## config.mk

```make
export PLATFORM = sky130hd
export DESIGN_NAME = tri_bus_arbiter
export DESIGN_NICKNAME = d
export VERILOG_FILES = /design/src/rtl/tri_bus_pkg.sv /design/src/rtl/tri_bus_burst_cnt.sv /design/src/rtl/tri_bus_arbiter.sv
export SDC_FILE = /design/constraint.sdc
export NUM_CORES = 1
export LEC_CHECK = 0
export CORE_ASPECT_RATIO = 2
export CORE_MARGIN = 3
export CORE_UTILIZATION = 25
export DETAILED_ROUTE_END_ITERATION = 16
export GPL_TIMING_DRIVEN = 0
export PLACE_DENSITY = 0.61
export SLEW_MARGIN = 20
export SYNTH_ARGS = -nofsm -noshare
export SYNTH_HDL_FRONTEND = slang
export SYNTH_SLANG_ARGS = --single-unit
```

## constraint.sdc

```tcl
create_clock -name clk -period 2.9 [get_ports clk]
set_input_delay 0.58 -clock clk [delete_from_list [all_inputs] [get_ports clk]]
set_output_delay 0.58 -clock clk [all_outputs]
set_load 0.02 [all_outputs]
```

## src/rtl/tri_bus_pkg.sv

```systemverilog
// Shared types for the tri-state bus arbiter and its downstream driver stage.
// Latency: n/a (types, constants and a pure arbitration helper).
// Backpressure: n/a.
package tri_bus_pkg;

  // Data word width shared with the downstream driver pair.
  localparam int TRI_BUS_WIDTH = 8;

  typedef enum logic [1:0] {IDLE, OWN1, OWN2, TURN} arb_state_t;

  // Identifies which requester held the bus most recently.
  typedef enum logic {OWNER_1 = 1'b0, OWNER_2 = 1'b1} owner_t;

  // Round-robin pick: a lone request wins outright; a tie goes to the
  // requester that did not own the bus last.
  function automatic arb_state_t arbitrate(input logic r1, input logic r2,
                                           input owner_t last_owner);
    arb_state_t nxt;
    nxt = IDLE;
    if (r1 && r2) begin
      nxt = (last_owner == OWNER_2) ? OWN1 : OWN2;
    end else if (r1) begin
      nxt = OWN1;
    end else if (r2) begin
      nxt = OWN2;
    end
    return nxt;
  endfunction

endpackage

```

## src/rtl/tri_bus_burst_cnt.sv

```systemverilog
// Burst length counter: counts granted words, flags the MAX_BURST-th word.
// Latency: at_max is combinational from the count register; count updates on the clock edge.
// Backpressure: none; clr has priority over en.
module tri_bus_burst_cnt #(
  parameter int MAX_BURST = 16,
  localparam int CW = $clog2(MAX_BURST + 1)
) (
  input  logic clk,
  input  logic rst_n,
  input  logic clr,
  input  logic en,
  output logic at_max
);

  logic [CW-1:0] cnt_q;
  logic [CW-1:0] cnt_d;

  // Next count: clear on release, otherwise step once per captured word.
  always_comb begin
    cnt_d = cnt_q;
    if (clr) begin
      cnt_d = '0;
    end else if (en) begin
      cnt_d = cnt_q + CW'(1);
    end
  end

  // Count register.
  always_ff @(posedge clk or negedge rst_n) begin
    if (!rst_n) begin
      cnt_q <= '0;
    end else begin
      cnt_q <= cnt_d;
    end
  end

  // High while the word being taken this cycle is the MAX_BURST-th of the burst.
  assign at_max = (cnt_q == CW'(MAX_BURST - 1));

endmodule

```

## src/rtl/tri_bus_arbiter.sv

```systemverilog
// Two-requester round-robin arbiter owning the enables/data of a tri-state driver pair.
// Latency: req->gnt 1 cycle, gnt->ena/datin 1 cycle; optional TURN gap via TRI_BUS_ARB_TURNAROUND_EN.
// Backpressure: grants are held at most MAX_BURST cycles; dropping req releases the bus.
module tri_bus_arbiter
  import tri_bus_pkg::*;
#(
  parameter int WIDTH     = TRI_BUS_WIDTH,
  parameter int MAX_BURST = 16
) (
  input  logic             clk,
  input  logic             rst_n,
  input  logic             req1,
  input  logic             req2,
  input  logic [WIDTH-1:0] din1,
  input  logic [WIDTH-1:0] din2,
  input  logic             last1,
  input  logic             last2,
  output logic             gnt1,
  output logic             gnt2,
  output logic             ena1,
  output logic             ena2,
  output logic [WIDTH-1:0] datin1,
  output logic [WIDTH-1:0] datin2,
  output logic             busy
);

  arb_state_t       state_q, state_d;
  owner_t           last_owner_q, last_owner_d;
  logic             ena1_q, ena1_d;
  logic             ena2_q, ena2_d;
  logic [WIDTH-1:0] datin1_q, datin1_d;
  logic [WIDTH-1:0] datin2_q, datin2_d;

  logic cnt_clr;
  logic cnt_en;
  logic at_max;
  logic own_is2;
  logic own_req;
  logic own_last;

  tri_bus_burst_cnt #(
    .MAX_BURST (MAX_BURST)
  ) u_burst_cnt (
    .clk    (clk),
    .rst_n  (rst_n),
    .clr    (cnt_clr),
    .en     (cnt_en),
    .at_max (at_max)
  );

  // Next state, bus enables and captured words; the owner's enable is the
  // only qualifier, so non-owner data simply holds.
  always_comb begin
    state_d      = state_q;
    last_owner_d = last_owner_q;
    ena1_d       = 1'b0;
    ena2_d       = 1'b0;
    datin1_d     = datin1_q;
    datin2_d     = datin2_q;
    cnt_clr      = 1'b0;
    cnt_en       = 1'b0;
    own_is2      = (state_q == OWN2);
    own_req      = own_is2 ? req2 : req1;
    own_last     = own_is2 ? last2 : last1;
    case (state_q)
      IDLE: begin
        state_d = arbitrate(req1, req2, last_owner_q);
      end
      OWN1, OWN2: begin
        // A dropped request means no word this cycle.
        if (own_req) begin
          cnt_en = 1'b1;
          if (own_is2) begin
            ena2_d   = 1'b1;
            datin2_d = din2;
          end else begin
            ena1_d   = 1'b1;
            datin1_d = din1;
          end
        end
        if (!own_req || own_last || at_max) begin
          cnt_clr      = 1'b1;
          last_owner_d = own_is2 ? OWNER_2 : OWNER_1;
`ifdef TRI_BUS_ARB_TURNAROUND_EN
          state_d = TURN;
`else
          // Immediate re-arbitration against the updated owner gives a
          // zero-gap handoff; enables still never overlap.
          state_d = arbitrate(req1, req2, last_owner_d);
`endif
        end
      end
      default: begin
        // TURN: one bus-idle cycle, then normal arbitration.
        state_d = arbitrate(req1, req2, last_owner_q);
      end
    endcase
  end

  // State, owner history and driver-stage registers.
  always_ff @(posedge clk or negedge rst_n) begin
    if (!rst_n) begin
      state_q      <= IDLE;
      last_owner_q <= OWNER_2;
      ena1_q       <= 1'b0;
      ena2_q       <= 1'b0;
      datin1_q     <= '0;
      datin2_q     <= '0;
    end else begin
      state_q      <= state_d;
      last_owner_q <= last_owner_d;
      ena1_q       <= ena1_d;
      ena2_q       <= ena2_d;
      datin1_q     <= datin1_d;
      datin2_q     <= datin2_d;
    end
  end

  assign gnt1   = (state_q == OWN1);
  assign gnt2   = (state_q == OWN2);
  assign busy   = (state_q != IDLE);
  assign ena1   = ena1_q;
  assign ena2   = ena2_q;
  assign datin1 = datin1_q;
  assign datin2 = datin2_q;

endmodule

```

Yosys cells after proc, flatten, opt, wreduce, memory -nomap -nowiden
Index checks and enable logic that the tools add are counted.

Bits in registers: 26. Input bits: 22. Output and inout port bits: 21. Logic and storage cells: 45.

$add $sub $neg: 1. Equal/unequal tests: 4. Mux-type cells: 22. Bitwise gates (word level): 1. Reductions and logical operators: 10.

Operators with widths (number): 2-bit two-way mux (8); 1-bit two-way mux (12); 5-bit two-way mux (2); 3-bit AND reduction (2); 5-bit by 1-bit adder with 5-bit output, second input constant (1); 5-bit by 4-bit equality test with 1-bit output, second input constant (1); 2-bit nonzero test (2); 2-bit by 1-bit equality test with 1-bit output, second input constant (1); 2-bit equality test, second input constant (1); 1-bit logical OR (2); 2-bit != test, second input constant (1); 2-bit AND reduction (1); 2-bit OR reduction (1); 1-bit logical AND (1); 1-bit zero test (1); 1-bit inverter (1).

Longest topological paths before layout
Depth after elaboration: 8. Depth in mapped cells: 6. Depth with buffers taken out: 6.

By module
From an unflattened synthesis, not the netlist that was laid out.

Cell total of the unflattened synthesis: 90. Area total of the unflattened synthesis: 1212.4 µm².

By module, submodules not included: tri_bus_arbiter (instances 1, cells each 67, area an instance 942.2 µm², seq. area each 526.8 µm²); tri_bus_burst_cnt (instances 1, cells each 23, area an instance 270.3 µm², seq. area each 125.1 µm²).

Least setup slack after synthesis
No wires, ideal clock.

Path type: reg-to-reg. Start: reg state_q[0]. End: reg state_q[0]. Setup time: 0.125 ns. Arrival: 1.599 ns. Slack: 1.177 ns. Cell stages (with the launch flop): 6. Path buffers: 0. Clock period less this slack: 1.723 ns. Path through: dfrtp_1 -> inv_1 -> ha_1 -> mux2i_1 -> nand4_1 -> mux2_2.

Cells in the longest elaborated chain, start to end: 6. Elaborated cells between the ends (all ways): 14.

Ends and longest elaborated chain: start: declaration (line tri_bus_arbiter.sv:27) `arb_state_t state_q, state_d;`; start signal: assignment (line tri_bus_arbiter.sv:110) `state_q <= state_d;`; 2-bit equality test *; named net gnt2 (line tri_bus_arbiter.sv:19) `output logic gnt2,`; 1-bit two-way mux (on tied branches) (line tri_bus_arbiter.sv:83, tri_bus_arbiter.sv:63); 2-bit two-way mux / 1-bit zero test (equally long branches) (line tri_bus_pkg.sv:21, tri_bus_arbiter.sv:81); 2-bit two-way mux / 1-bit logical OR (equally long branches) (line tri_bus_pkg.sv:20, tri_bus_arbiter.sv:81); 2-bit two-way mux / 1-bit logical OR (equally long branches) (line tri_bus_arbiter.sv:81) `if (!own_req || own_last || at_max) begin`; 2-bit two-way mux / 2-bit != test (equally long branches).

The timed path passes the listed nets; every way through them passes the cells marked *. The select of a mux whose other input is x is not followed. A chain may end at the register's enable or synchronous reset.

Final worst setup path
Start: reg state_q[0]. End: out gnt2.

Cells in the longest elaborated chain, start to end: 1.

Ends and longest elaborated chain: 2-bit equality test (line tri_bus_arbiter.sv:120) `assign gnt2 = (state_q == OWN2);`; end: declaration (line tri_bus_arbiter.sv:19).

Every way passes these cells.

==> results.cfg <==
[worst_setup_path]
cp_top_family = buffers and inverters
cp_cell_sequence = inv_1 > ha_1 > clkdlybuf4s50_1
startpoint_type = register
cells_on_worst_reg2reg_path = 5
critPathKind = register to primary output
slowest_stage = sky130_fd_sc_hd__clkdlybuf4s50_1
critical_path.max_stage_delay_ns = 0.66
cp.depth = 3
worst_path_bufs_invs = 2
worstSetupEndpointType = primary output
required_ns = 2.32
cp.arrival_ns = 1.76
critical_path_peak_fanout = 5

[grt]
antenna_found_initial = 0
overflow = 0
grt_pass1_wl_um = 4519
grt_start_max_net_pins = 27
vias_in_the_first_global_route = 934
groute.usage.overall = 0.09601

[die]
coreArea_mm2 = 0.004642
num_io_pins = 43
rows = 35
die_width_um = 55.27
initial_core_util = 0.2615
dieArea_mm2 = 0.005777
die_y_um = 104.5

[logic_synthesis]
yosys.cell_types.count = 23
avgSynthCellArea_um2 = 13.64
yosysSeqAreaShare = 0.5371
post_synth_inst_count = 89
flip_flop_and_latch_count_after_synthesis = 26
ys.warnings.count = 0
synthTopCellsByArea = sky130_fd_sc_hd__dfrtp_1, sky130_fd_sc_hd__mux2_4, sky130_fd_sc_hd__mux2_2, sky130_fd_sc_hd__ha_1, sky130_fd_sc_hd__mux2i_1
synth_top_area_frac = 0.5155
synth_async_sr_flop_share = 1.000
syn_nets = 117
primary_flip_flop_cell_chosen_by_synthesis_mapping = sky130_fd_sc_hd__dfrtp_1
synth_edf_count = 0
syn-cell-area_mm2 = 0.001214
synth_top_cell_by_area = sky130_fd_sc_hd__dfrtp_1

[clocking]
cts_tree = built
cts.repair_timing.setup_buffer_count = 0
cts.clk_slew.worst_paths_ns = 0.09
cts_num_sinks = 26
holdBufCountCts = 0
clock_tree.buffer_depth = 2
cts_inserted_buffers = 3
cts-htree-levels = 1
cts_root_buffer = sky130_fd_sc_hd__clkbuf_8
cts_repair_resize_count = 0
worst_skew_pair.late_latency_ns = 0.27

[run_status]
outcome = completed

[drt]
drt-vias-per-instance = 4.568
finalWirelength_um = 2690
overall_via_count_from_detail_route = 868
drt_iter0_markers = 12
drt-pass1-iter-count = 4
final_antenna_net_count = 0
post-route-drc-count = 0
route.detailed.wl_per_inst_um = 14.16

[sta]
worst_hold_margin_ns = 0.2988
clock-skew-final_ns = 0.001804
setup_repair_after_global_routing_missed_its_margin = no
fin_tns_setup_ns = 0
max_slew_headroom = 0.6113
achievable-frequency_mhz = 427.2
finalMaxSlewViolations = 0
tightest_slew_ns = 0.5830
final_hold_viol_count = 0
period_share = 0.8071
setup_viol = 0
final_period_minus_worst_setup_slack_ns = 2.341

[pwr]
total_power_density_per_cell_area_mw_per_mm2 = 1106
vdd_drop_max_v = 0.0006103
total_leakage_power_nw = 0.7887

[place]
placed_area_mm2 = 0.001698
portBuffers = 42
global_placement_routability_congestion = 0.7363
hpwl_um = 2102

[final_layout]
nNetsFinal = 164
final_layout_size_suffix_gt1_frac = 0.2074
highest_count_cells_in_the_layout_ignoring_fill_and_taps = sky130_fd_sc_hd__clkdlybuf4s50_1, sky130_fd_sc_hd__dfrtp_1, sky130_fd_sc_hd__mux2_2
final_design_area_no_fill_mm2 = 0.001769
syn_to_final_growth_pct = 45.77
layout.filler_cells = 482
final_common_cell = sky130_fd_sc_hd__clkdlybuf4s50_1
n_antenna_cell = 0

[min_path]
hold_path.class = input pin to async pin

[job]
drv.max_cap_violation_count = 0
-- cell type report --
class / instances / area [um^2] / area share
Multi-Input combinational cell: 52 / 511.7 / 0.2892
Clock inverter: 1 / 30.03 / 0.01697
Timing Repair Buffer: 42 / 415.4 / 0.2348
Buffer: 2 / 16.27 / 0.009194
Sequential cell: 26 / 651.9 / 0.3685
Clock buffer: 3 / 41.29 / 0.02334
Tap cell: 55 / 68.82 / 0.03890
Inverter: 9 / 33.78 / 0.01909
-- metrics by stage --
step / setup WS, ns / total power [W] / cells / util
CTS: 0.5523 / 0.001979 / 190 / 0.3811
global placement: 0.7678 / 0.001648 / 186 / 0.3668
detailed placement: 0.7631 / 0.001669 / 186 / 0.3658
global route: 0.4650 / 0.002074 / 190 / 0.3811
floorplan: 1.177 / 0.001249 / 89 / -
finish: 0.5594 / 0.001958 / 190 / 0.3811
-- flip-flops by register name, summed over array words and instances, names as in the netlist --
register           cells
datin1                 8
datin2                 8
ena1                   1
ena2                   1
last_owner_q           1
state_q                2
u_burst_cnt.cnt_q      5
-- kinds of logic (layout without fill, tap and decap cells) --
family	after synthesis	after routing	synth area share
adders and majority gates	6	6	0.06185
AOI/OAI and AO/OA	8	8	0.04434
buffers and inverters	11	57	0.04123
and+or+nand+nor	14	14	0.07011
DFF	26	26	0.5371
muxes	24	24	0.2454
-- synthesized netlist by cell type, types with 2 or more instances --
cell and count:
sky130_fd_sc_hd__inv_1 9, sky130_fd_sc_hd__nand2_1 3, sky130_fd_sc_hd__mux2_4 9, sky130_fd_sc_hd__mux2_2 10, sky130_fd_sc_hd__ha_1 6, sky130_fd_sc_hd__nand3_1 4, sky130_fd_sc_hd__o21ai_0 2, sky130_fd_sc_hd__dfrtp_1 25
sky130_fd_sc_hd__nand2b_1 2, sky130_fd_sc_hd__o2bb2ai_1 2, sky130_fd_sc_hd__mux2i_1 5
-- layer usage --
metal | track usage | routed length [um] | vias up
li1 | - | - | 400
met1 | 0.09853 | 975 | 442
met2 | 0.1847 | 1579 | 20
met3 | 0.01360 | 69 | 6
met4 | 0.04174 | 65 | 0
met5 | 0 | 0 | -
-- worst reg2reg max path: stages (launching register included) --
cell and delay [ns]:
sky130_fd_sc_hd__dfrtp_1 0.41, sky130_fd_sc_hd__inv_1 0.12, sky130_fd_sc_hd__ha_1 0.31, sky130_fd_sc_hd__mux2i_1 0.37
sky130_fd_sc_hd__nand3_1 0.22, sky130_fd_sc_hd__o311ai_0 0.37
-- power by group --
part	switching (W)	leakage, nW	total (W)	internal, W
combinational	0.000493	0.432	0.00105	0.000559
clock	0.000113	0.0357	0.000297	0.000185
sequential	0.0000872	0.321	0.000608	0.000520
-- final timing paths --
| kind | startpoint | end | slack [ns] |
|---|---|---|---|
| setup / recovery | state_q[0] | gnt2 | 0.56 |
| hold / removal | rst_n | datin2[7] | 0.30 |
| setup reg to reg | state_q[0] | u_burst_cnt.cnt_q[2] | 0.99 |
| hold reg to reg | datin1[2] | datin1[2] | 0.52 |
| max in group asynchronous | rst_n | u_burst_cnt.cnt_q[4] | 2.21 |
| min in group clk | datin1[2] | datin1[2] | 0.52 |
Power figures use the tool's default switching activity.
==> RTL edit (same flow settings) <==
`MAX_BURST` is set to 16 in 2 places; all go to 32.
--- a/src/rtl/tri_bus_burst_cnt.sv
+++ b/src/rtl/tri_bus_burst_cnt.sv
@@ -2,7 +2,7 @@
 // Latency: at_max is combinational from the count register; count updates on the clock edge.
 // Backpressure: none; clr has priority over en.
 module tri_bus_burst_cnt #(
-  parameter int MAX_BURST = 16,
+  parameter int MAX_BURST = 32,
   localparam int CW = $clog2(MAX_BURST + 1)
 ) (
   input  logic clk,
--- a/src/rtl/tri_bus_arbiter.sv
+++ b/src/rtl/tri_bus_arbiter.sv
@@ -5,7 +5,7 @@
   import tri_bus_pkg::*;
 #(
   parameter int WIDTH     = TRI_BUS_WIDTH,
-  parameter int MAX_BURST = 16
+  parameter int MAX_BURST = 32
 ) (
   input  logic             clk,
   input  logic             rst_n,
Formal check against the unedited RTL: same outputs for any inputs over 10 cycles, from zero or initial values and one cycle with rst_n low; that may be too few to reach the edited logic, so the function may still have changed.
==> RTL edit against the original RTL <==
Die area rose by 0.29%; total power down 4.3%; global-route usage rose by 1.6 points; sequential cell count grew 1; clock skew up 0.0053 ns; area after synthesis rose by 0.31%; count of clock-buffer cells in the layout stayed put; worst setup slack got worse by 0.026 ns; design area shrank 1.1%; sequential power increased by 2%; wire length up 8.1%; critical endpoint unchanged; largest power group unchanged.
==> RTL edit: results (changes against the original RTL) <==
Outcome
  • Status: complete, no violations

Synthesis
  • Post-synth ARST share: 100% (unchanged)
  • Largest cells by area after synthesis: dfrtp_1 (53%), mux2_2 (17%), ha_1 (5.1%)
  • Syn_nets: 121 (+3.4%)
  • Register area share after synthesis: 55.6% (+1.9 points)
  • Netlist cell types: 25 (+8.7%)
  • Post-Syn Instances: 94 (+5.6%)
  • Primary FF master, synth: dfrtp_1
  • YS warnings: 0 (unchanged)
  • Top cells by count, synth: dfrtp_1 (26), mux2_2 (18), o21ai_0 (8)

Critical path
  • CP max stage delay: 0.66 ns (about the same)
  • Crit-path slowest cell: clkdlybuf4s50_1
  • Worst-path fanout max: 5 (unchanged)
  • Worst reg2reg setup slack: 0.63 ns (-0.36 ns)
  • Top delay family on crit path: buffers and inverters

CTS
  • CTS resizes: 0 (unchanged)
  • Longest Clk Path Bufs: 2 (unchanged)
  • CTS Root Cell: clkbuf_8
  • H-Tree Depth: 1 (unchanged)
  • Cts bufs inserted: 3 (unchanged)
  • Clock transition at the registers of the reported paths: roughly 0.10 ns
  • # Post-CTS Setup Buffers: 0 (unchanged)
  • Clk_lat worst skew: 0.27 ns (about the same)

GRT
  • Global-route wire length before repair: 5190 um (+15%)
  • Largest net degree at the start of global routing: 28 (+3.7%)
  • All-layer global routing usage: 11.2% (+1.6 points)
  • Initial antenna violation count: 0 (unchanged)
  • Vias in the first global route: 1046 (+12%)

Routing
  • Vias per inst: 4.61 (+0.80%)
  • WL/cell: 14.9 um (+5.4%)
  • Pre-Repair DR Iteration Count: 4 (unchanged)
  • Iter 0 DRT Violations: 10 (-2)

STA
  • Setup Skew: 0.00710 ns (+0.00529 ns)
  • Relative slew slack: 51.1% (-10 points)
  • Worst hold slack: 0.310 ns (+0.0117 ns)

Place
  • PortBufs: 42 (unchanged)
  • Routability cong.: 0.766 (+4.0%)
  • Placed instance count: 191 (+2.7%)
  • Dpl hpwl: 2230 um (+6.2%)
  • Placed Instance Area: 1700 um^2 (+0.22%)

Cells and area
  • Fill cell count: 492 (+2.1%)
  • Ratio of cells with drive above 1 in the final layout: 22.1% (+1.4 points)
  • Final #Nets: 168 (+2.4%)
  • Fin cells: 195 (+2.6%)
  • Antenna diodes: 0 (unchanged)

Power
  • LEAKAGE: 0.748 nW (-5.1%)
  • VDD IR-drop max: 0.550 mV (-9.8%)

Worst hold path
  • HP Class: in2async
==> RTL edit: changes by cell type in the layout (fill, tap and decap cells not counted), sizes merged, moves of 2 or more <==
cell   delta
mux2i     -3
nor3      +3
inv       -2
o31ai     +2
o21ai     +6
==> RTL edit: kinds of logic after synthesis <==
| family | count (synthesis) | synth area share (%) |
|---|---|---|
| adders and majority gates | 5 | 5.14 |
| buffers and inverters | 8 | 2.57 |
| DFF | 27 | 55.6 |
| AOI/OAI and AO/OA | 16 | 9.15 |
| muxes | 21 | 19.5 |
| and+or+nand+nor | 17 | 8.02 |
==> RTL edit: per-stage QoR <==
step	setup slack, ns	util [%]
global route	0.406	37.7
finish	0.533	37.7
detailed placement	0.428	36.7
floorplan	0.803	-
global placement	0.519	36.8
CTS	0.506	37.7
==> RTL edit: final timing paths <==
kind                                                   from                          endpoint  cells past startpoint
min in group clk           u_burst_cnt.cnt_q[5]$_DFFE_PN0P_  u_burst_cnt.cnt_q[5]$_DFFE_PN0P_                      1
min reg2reg                u_burst_cnt.cnt_q[5]$_DFFE_PN0P_  u_burst_cnt.cnt_q[5]$_DFFE_PN0P_                      1
max reg2reg                          state_q[1]$_DFFE_PN0P_             datin1[4]$_DFFE_PN0P_                      6
max                                  state_q[0]$_DFFE_PN0P_                              gnt2                      3
max in group asynchronous                             rst_n             datin1[2]$_DFFE_PN0P_                      1
min                                                   rst_n            state_q[1]$_DFFE_PN0P_                      1
==> RTL edit: worst reg2reg max path: stages, from the launching register on <==
cell and delay (ns):
dfrtp_1 0.39, inv_1 0.09, ha_1 0.28, buf_2 0.18
inv_1 0.15, nor3_2 0.65, mux2_2 0.41
==> RTL edit: power by group <==
group	total, mW	switching (mW)	internal, mW
Combinational	1.04	0.513	0.523
Sequential	0.621	0.0840	0.537
Clock	0.216	0.118	0.0974
Total	1.87	0.715	1.16
==> RTL edit: final cells by class <==
cell class | instances | area (um^2) | share of cell area [%]
multi-input combinational | 59 | 509 | 29.1
tap | 55 | 68.8 | 3.93
sequential | 27 | 677 | 38.7
clock buffer | 3 | 41.3 | 2.36
timing repair buffer | 42 | 415 | 23.7
buffer | 1 | 5.00 | 0.286
clock inverter | 1 | 7.51 | 0.429
inverter | 7 | 26.3 | 1.50
==> RTL edit: routing by layer <==
metal	track usage, %	vias to the layer above	part of all wire [%]
met1	11.4	433	34
met4	3.83	0	1.4
li1	-	426	-
met5	0	-	0
met3	2.22	4	5.1
met2	21.7	35	59
